$ cat src/rtl/nq_bus_pkg.sv
// Shared definitions for the memory-bus arbiter: requester indices, FSM encodings
// and the modulo-3 successor used by the round-robin search.
package nq_bus_pkg;

    localparam int REQ_FETCH = 0;
    localparam int REQ_DATA  = 1;
    localparam int REQ_DBG   = 2;
    localparam int NREQ      = 3;

    typedef enum logic [2:0] {
        ST_IDLE = 3'b001,
        ST_BUSY = 3'b010,
        ST_RESP = 3'b100
    } bus_state_t;

    // Successor in the ring 0 -> 1 -> 2 -> 0; an out-of-range index restarts at 0.
    function automatic logic [1:0] rr_next(input logic [1:0] idx);
        case (idx)
            2'd0:    rr_next = 2'd1;
            2'd1:    rr_next = 2'd2;
            default: rr_next = 2'd0;
        endcase
    endfunction

endpackage

$ cat src/rtl/rr_pick3.sv
// Combinational round-robin picker for three requesters: searches last+1, last+2, last.
module rr_pick3
    import nq_bus_pkg::*;
(
    input  logic [2:0] req,
    input  logic [1:0] last,
    output logic [1:0] gnt_idx,
    output logic       any
);

    logic [1:0] first_idx;
    logic [1:0] second_idx;

    always_comb begin
        first_idx  = rr_next(last);
        second_idx = rr_next(first_idx);
        any        = |req;
        gnt_idx    = last;
        if (req[first_idx]) begin
            gnt_idx = first_idx;
        end else if (req[second_idx]) begin
            gnt_idx = second_idx;
        end
    end

endmodule

$ cat src/rtl/mem_bus_arbiter.sv
// Round-robin arbiter sharing one memory port between fetch, data and debug requesters,
// one transaction at a time, with a bus-hang timeout and a CPU stall output.
module mem_bus_arbiter
    import nq_bus_pkg::*;
#(
    parameter int AW      = 16,
    parameter int DW      = 16,
    parameter int TIMEOUT = 64
) (
    input  logic              clk,
    input  logic              rst_n,
    input  logic [2:0]        req,
    input  logic [2:0]        we,
    input  logic [3*AW-1:0]   addr,
    input  logic [3*DW-1:0]   wdata,
    output logic [2:0]        ack,
    output logic [DW-1:0]     rdata,
    output logic              err,
    output logic              mem_req,
    output logic              mem_we,
    output logic [AW-1:0]     mem_addr,
    output logic [DW-1:0]     mem_wdata,
    input  logic [DW-1:0]     mem_rdata,
    input  logic              mem_ack,
    output logic              need_wait,
    output logic [2:0]        dbg_state
);

    localparam int CW = (TIMEOUT > 0) ? $clog2(TIMEOUT + 1) : 1;

    bus_state_t     state_reg;
    bus_state_t     state_next;
    logic [1:0]     gnt_reg;
    logic [1:0]     last_reg;
    logic [AW-1:0]  addr_reg;
    logic [DW-1:0]  wdata_reg;
    logic           we_reg;
    logic [CW-1:0]  cnt_reg;
    logic [2:0]     ack_reg;
    logic [DW-1:0]  rdata_reg;
    logic           err_reg;

    logic [1:0]     pick_idx;
    logic           pick_any;
    logic           timed_out;
    logic [AW-1:0]  addr_arr  [NREQ];
    logic [DW-1:0]  wdata_arr [NREQ];

    generate
        for (genvar gi = 0; gi < NREQ; gi++) begin : g_unpack
            assign addr_arr[gi]  = addr[gi*AW +: AW];
            assign wdata_arr[gi] = wdata[gi*DW +: DW];
        end
    endgenerate

    // A late mem_ack on the last allowed cycle still wins over the abort.
    generate
        if (TIMEOUT > 0) begin : g_timeout
            assign timed_out = (cnt_reg == CW'(TIMEOUT - 1)) && !mem_ack;
        end else begin : g_no_timeout
            assign timed_out = 1'b0;
        end
    endgenerate

    rr_pick3 u_pick (
        .req     (req),
        .last    (last_reg),
        .gnt_idx (pick_idx),
        .any     (pick_any)
    );

    always_ff @(posedge clk or negedge rst_n) begin
        if (!rst_n) begin
            state_reg <= ST_IDLE;
        end else begin
            state_reg <= state_next;
        end
    end

    always_comb begin
        state_next = state_reg;
        unique case (state_reg)
            ST_IDLE: if (pick_any) state_next = ST_BUSY;
            ST_BUSY: if (mem_ack || timed_out) state_next = ST_RESP;
            ST_RESP: state_next = ST_IDLE;
            default: state_next = ST_IDLE;
        endcase
    end

    always_ff @(posedge clk or negedge rst_n) begin
        if (!rst_n) begin
            gnt_reg   <= 2'd0;
            last_reg  <= 2'd2;
            addr_reg  <= '0;
            wdata_reg <= '0;
            we_reg    <= 1'b0;
            cnt_reg   <= '0;
            ack_reg   <= '0;
            rdata_reg <= '0;
            err_reg   <= 1'b0;
        end else begin
            if (state_reg == ST_IDLE && pick_any) begin
                gnt_reg   <= pick_idx;
                last_reg  <= pick_idx;
                addr_reg  <= addr_arr[pick_idx];
                wdata_reg <= wdata_arr[pick_idx];
                we_reg    <= (pick_idx != 2'(REQ_FETCH)) && we[pick_idx];
                cnt_reg   <= '0;
            end
            if (state_reg == ST_BUSY) begin
                if (cnt_reg != CW'(TIMEOUT)) begin
                    cnt_reg <= cnt_reg + 1'b1;
                end
                if (mem_ack) begin
                    rdata_reg <= mem_rdata;
                end else if (timed_out) begin
                    rdata_reg <= '0;
                end
                if (mem_ack || timed_out) begin
                    ack_reg <= 3'b001 << gnt_reg;
                    err_reg <= !mem_ack;
                end
            end
            if (state_reg == ST_RESP) begin
                ack_reg <= '0;
                err_reg <= 1'b0;
            end
        end
    end

    assign mem_req   = (state_reg == ST_BUSY);
    assign mem_we    = mem_req & we_reg;
    assign mem_addr  = addr_reg;
    assign mem_wdata = wdata_reg;
    assign ack       = ack_reg;
    assign rdata     = rdata_reg;
    assign err       = err_reg;
    assign dbg_state = state_reg;

    // The CPU is released in the ack cycle of its own access; debug never stalls it.
    assign need_wait = (req[REQ_FETCH] | req[REQ_DATA])
                     & ~((state_reg == ST_RESP) & (gnt_reg != 2'(REQ_DBG)) & req[gnt_reg]);

endmodule

$ cat config.mk
export PLATFORM = sky130hd
export DESIGN_NAME = mem_bus_arbiter
export DESIGN_NICKNAME = d
export VERILOG_FILES = /design/src/rtl/nq_bus_pkg.sv /design/src/rtl/rr_pick3.sv /design/src/rtl/mem_bus_arbiter.sv
export SDC_FILE = /design/constraint.sdc
export NUM_CORES = 1
export LEC_CHECK = 0
export ABC_AREA = 1
export CORE_UTILIZATION = 45
export DETAILED_ROUTE_END_ITERATION = 10
export PLACE_DENSITY_LB_ADDON = 0.25
export SLEW_MARGIN = 20
export SYNTH_ARGS = -nofsm -noshare
export SYNTH_HDL_FRONTEND = slang
export SYNTH_SLANG_ARGS = --single-unit
$ cat constraint.sdc
create_clock -name clk -period 5.1 [get_ports clk]
set_input_delay 1.02 -clock clk [delete_from_list [all_inputs] [get_ports clk]]
set_output_delay 1.02 -clock clk [all_outputs]
set_load 0.02 [all_outputs]
Word-level counts from Yosys, hierarchy flattened
Cells that the tools add are included.

Add/subtract/negate cells: 1. Multiply operators: 0. Divide/modulo/power cells: 0. Magnitude comparators: 5. Equality and inequality tests: 10. Shifts and indexed selects: 1. Mux-type cells: 32. Bitwise gates (word level): 7. Reductions and logical operators: 15.

Operators with widths (count): 16-bit two-way mux (6); 16-bit binary-select mux with 2-bit select (2); 7-bit two-way mux (3); 3-bit two-way mux (5); 2-bit by 3-bit < comparator with 1-bit output (second input constant) (4); 1-bit binary-select mux with 2-bit select (4); 2-bit one-hot mux with 2 select lines (2); 2-bit nonzero test (4); 7-bit by 1-bit adder with 7-bit output (second input constant) (1); 7-bit by 6-bit equality test with 1-bit output (second input constant) (1); 1-bit two-way mux (7); 7-bit != test (second input constant) (1); 3-bit one-hot mux with 2 select lines (1); 2-bit AND reduction (3); 1-bit bitwise AND (4); 2-bit by 1-bit equality test with 1-bit output (second input constant) (2); 2-bit logical NOT (2); 2-bit two-way mux (2); 2-bit != test (second input constant) (2); 3-bit by 1-bit equality test with 1-bit output (second input constant) (1); 3-bit by 2-bit equality test with 1-bit output (second input constant) (1); 3-bit equality test (second input constant) (1); 3-bit >= comparator (second input constant) (1); 1-bit logical AND (3); other kinds (8) (8).

Register bits: 67. Bits in latches: 0. RAM bits: 0. ROM bits: 0. Word-level logic and storage cells: 81. Memories: 0.

Logic depth before layout (Yosys ltp)
Word-level depth: 12. Depth in mapped cells: 11. Depth with buffers taken out: 10.

Cells and area by module
Synthesis repeated with hierarchy kept, for this count alone.

Cells, all modules: 488. Area total of the unflattened synthesis: 3513.4 um^2.

Modules (own cells, without submodules): mem_bus_arbiter (instances 1, cells an instance 466, area an instance 3410.8 um^2, sequential area each 1654.1 um^2); rr_pick3 (instances 1, cells an instance 22, area an instance 102.6 um^2, sequential area each 0.0 um^2).

Least setup slack after synthesis
OpenSTA, ideal clock, no wires.

Kind: input to output. From: input req[1]. To: output need_wait. Arrival time: 1.536 ns. Slack: 2.544 ns. Stages: 3. Path buffers: 0. Cells stage by stage: inv_1 -> o22ai_1 -> a22oi_1.

Cells in the longest elaborated chain, start to end: 5. Elaborated cells between the ends (all ways): 6.

Ends and longest elaborated chain: start: declaration (line mem_bus_arbiter.sv:12) `input logic [2:0] req,`; 1-bit binary-select mux with 2-bit select (line mem_bus_arbiter.sv:142) `& ~((state_reg == ST_RESP) & (gnt_reg != 2'(REQ_DBG)) & req[gnt_reg]);`; 1-bit two-way mux (implied by the code) (line mem_bus_arbiter.sv:142); 1-bit bitwise AND (line mem_bus_arbiter.sv:142); 1-bit NOT (line mem_bus_arbiter.sv:142); 1-bit bitwise AND * (line mem_bus_arbiter.sv:142); end: declaration (line mem_bus_arbiter.sv:25) `output logic need_wait,`.

Mark *: on every way between the ends. The rest lies on a longest branch, timed or not. The select of a mux whose other input is x is not followed.

Worst setup path after layout
Same ends and word-level chain as after synthesis.

==> flow_summary.yaml <==
sta:
  final_hold_viol_count: 0
  finalSetupTns_ns: 0
  report.final.slew_viol_count: 0
  crit_path_time_final_ns: 3.613
  worst_pin_slew_ns: 0.9232
  clock_skew_ns: 0.01158
  min_period_over_period_pct: 70.84
  report.final.setup_viol: 0
  worst_slew_margin_rel_pct: 38.22
  rsz0062_at_grt: "no"
  max_clock_freq_mhz: 276.8
finish:
  area_taken_by_multi_input_logic_gates_um2: 1789
  layout.cells.most_common: "clkdlybuf4s50_1"
  layout_common_cells: "clkdlybuf4s50_1 (176), nand2_1 (157), nor2_1 (91)"
  area_taken_by_flip_flops_and_latches_um2: 1654
  fillCellCount: 625
  areaGrowthSynthToFinish_pct: 53.44
  final_net_count: 813
  layout-drive-gt1-share_pct: 5.755
  insertedDiodeCount: 0
setup_path:
  slowest_cell_delay_on_critical_path_ns: 0.64
  worst-path-stages: 5
  timing.critical_path.arrival_ns: 2.59
  endpoint: "need_wait"
  worstReg2RegStart: "last_reg[1]"
  timing.critical_path.buf_inv: 3
  timing.critical_path.cells: "clkdlybuf4s50_1, inv_1, o22ai_1, a22oi_1, clkdlybuf4s50_1"
  cp_max_fo: 4
  cp-startpoint: "req[1]"
  crit_required_ns: 4.08
  regToRegSetupSlack_ns: 2.72
  worst-r2r-cell-count: 8
  crit_path_end_kind: "output pin"
  cp-start-kind: "input port"
  worst_path_most_repeated_cell: "clkdlybuf4s50_1"
  cpMaxStageDelayCell: "clkdlybuf4s50_1"
  regToRegEndpoint: "mem_wdata[15]"
  cp_top_family: "buffers and inverters"
  timing_worst_setup_path_type: "in2out"
route:
  post_drt_wl_per_cell_um: 13.84
  drt_drc_violations_left: 0
  drt-vias-per-instance: 5.090
  dr.pass1.iters: 5
  drt_wl_total_um: 11030
  vias: 4057
  route.antenna.remaining_nets: 0
  drtIter0Drc: 259
worst_hold_path:
  hold_class: "reg2reg"
grt:
  antenna_found_initial: 0
  number_of_global_route_vias_before_repair: 4007
  grt.met1_usage_pct: 30.93
  busiest_layer: "met2"
  leftover_overflow_at_the_end_of_global_routing: 0
  global_route.usage.total_pct: 26.22
  grt_first_pass_wirelength_um: 18180
  met2_usage_pct: 46.20
  grt_start_max_net_pins: 67
  grt.met3_usage_pct: 5.935
clock_tree:
  ctsHoldBuffers: 0
  post-cts-setup-buffer-count: 0
  cts.reportedPaths.clkPinSlew_ns: 0.08
  cts_buffers: 9
  cts_htree_levels: 3
  cts_root_buffer: "clkbuf_8"
  ctsResizeCount: 0
  cts_tree: "built"
  cts_max_path_buffers: 2
  cts_num_sinks: 66
  insertion_delay_ns: 0.34
flow_run:
  maxCapViolations: 0
synthesis:
  synthDominantCellAreaShare_pct: 42.75
  async_reset_ff_share_pct: 100.0
  syn-mean-instance-area_um2: 7.095
  yosysTopAreaCell: "dfrtp_1"
  synthCells: 528
  post_synth_fa_ha_maj_area_fraction_pct: 0.6680
  dominant_register_cell_in_the_synthesized_netlist: "dfrtp_1"
  yosys.area_share.xor_xnor_pct: 0.4676
  combinational_family_with_the_most_area_after_synthesis: "simple AND/OR/NAND/NOR gates"
  count_of_warnings_emitted_by_yosys: 0
  multiplexer_area_fraction_after_synthesis_pct: 0
  ys_seq_area_share_pct: 44.15
  yosys-top-cells-area: "dfrtp_1 (43%), nand2_1 (16%), nand3_1 (12%)"
  synthesized_area_um2: 3746
  synth_fp_nets: 651
  synth_compound_area_share_pct: 3.574
  synth-edff-count: 0
  yosys.area_share.simple_pct: 42.85
  synth_cell_type_count: 34
  ff_latch_count_synth: 66
floorplanning:
  ioPinCount: 179
  die_area_um2: 8694
  floorplan.core_area_um2: 7888
  rows: 32
  die_h_um: 93.24
  initial_utilization_pct: 47.49
  die_x_um: 93.24
power:
  seq_power_share_pct: 25.7
  combinationalPowerShare_pct: 59.8
  switchingPower_uw: 1604
  p_total_uw: 3428
  leakage_uw: 0.002682
  power.share.clock_pct: 14.5
  vdd.ir_drop.worst_mv: 0.2864
  power.share.switching_pct: 46.78
  power.density_nw_per_um2: 596.4
  p_int_uw: 1824
placed_design:
  routabilityCongestion: 0.8078
  numPortBuffers: 177
  place_hpwl_um: 7772
outcome:
  outcome: "finished, final reports clean"
worst min-delay path by stage:
stage | startpoint | endpoint | cells after the start
finish | rdata[6] | rdata[6] | 2
global route | rdata[8] | rdata[8] | 2
CTS | rdata[6] | rdata[6] | 2
floorplan | we_reg | we_reg | 2
global placement | rdata[1] | rdata[1] | 2
detailed placement | rdata[6] | rdata[6] | 2
synthesized netlist by cell type (4+ instances only):
cell	count
o21ai_1	6
buf_4	4
dfrtp_1	64
nand2_1	157
buf_2	11
nor3_1	5
inv_1	33
clkbuf_1	13
o21ai_0	7
nand3_1	89
nand4_1	16
nor2_1	92
inv_2	5
worst min-delay path: cells and delay by family, from the launching register on:
kind | cells | cell delay (ns)
AND/OR/NAND/NOR | 2 | 0.10
flip-flops | 1 | 0.35
cells by family after synthesis:
logic type | after synthesis
simple gates | 367
buf+inv | 70
flops | 66
compound gates | 21
xor+xnor | 2
fa+ha+maj | 2
power by group through the flow:
stage / clock (uW) / sequential (uW) / combinational [uW]
global placement: 0 / 877 / 2000
detailed placement: 0 / 889 / 2040
finish: 498 / 881 / 2050
global route: 535 / 904 / 2260
CTS: 503 / 881 / 2050
floorplan: 0 / 1120 / 1090
metrics by stage:
stage                     util (%)  cell area, um^2  setup slack, ns  std cells  hold slack [ns]
after floorplan                  -             3746            2.544        528           0.4588
after global routing         72.87             5748            1.402        797           0.4933
final                        72.87             5748            1.487        797           0.4769
after global placement       70.00             5522            1.539        781           0.4523
after detailed placement     70.00             5522            1.507        781           0.4593
after CTS                    72.87             5748            1.495        797           0.4787
layout make-up:
type | instances | area share (%)
clock buffers | 9 | 2.155
clock inverters | 7 | 1.785
inverters | 39 | 2.547
multi-input cells | 392 | 31.13
flip-flops and latches | 66 | 28.78
well taps | 102 | 2.220
repair buffers | 182 | 31.39
layer usage:
layer	vias to the layer above	routed length, um
met5	-	0
met4	0	288
met3	26	748
met2	155	5465
met1	1869	4528
li1	2007	-
No activity file was read; power rests on OpenSTA's default activity.
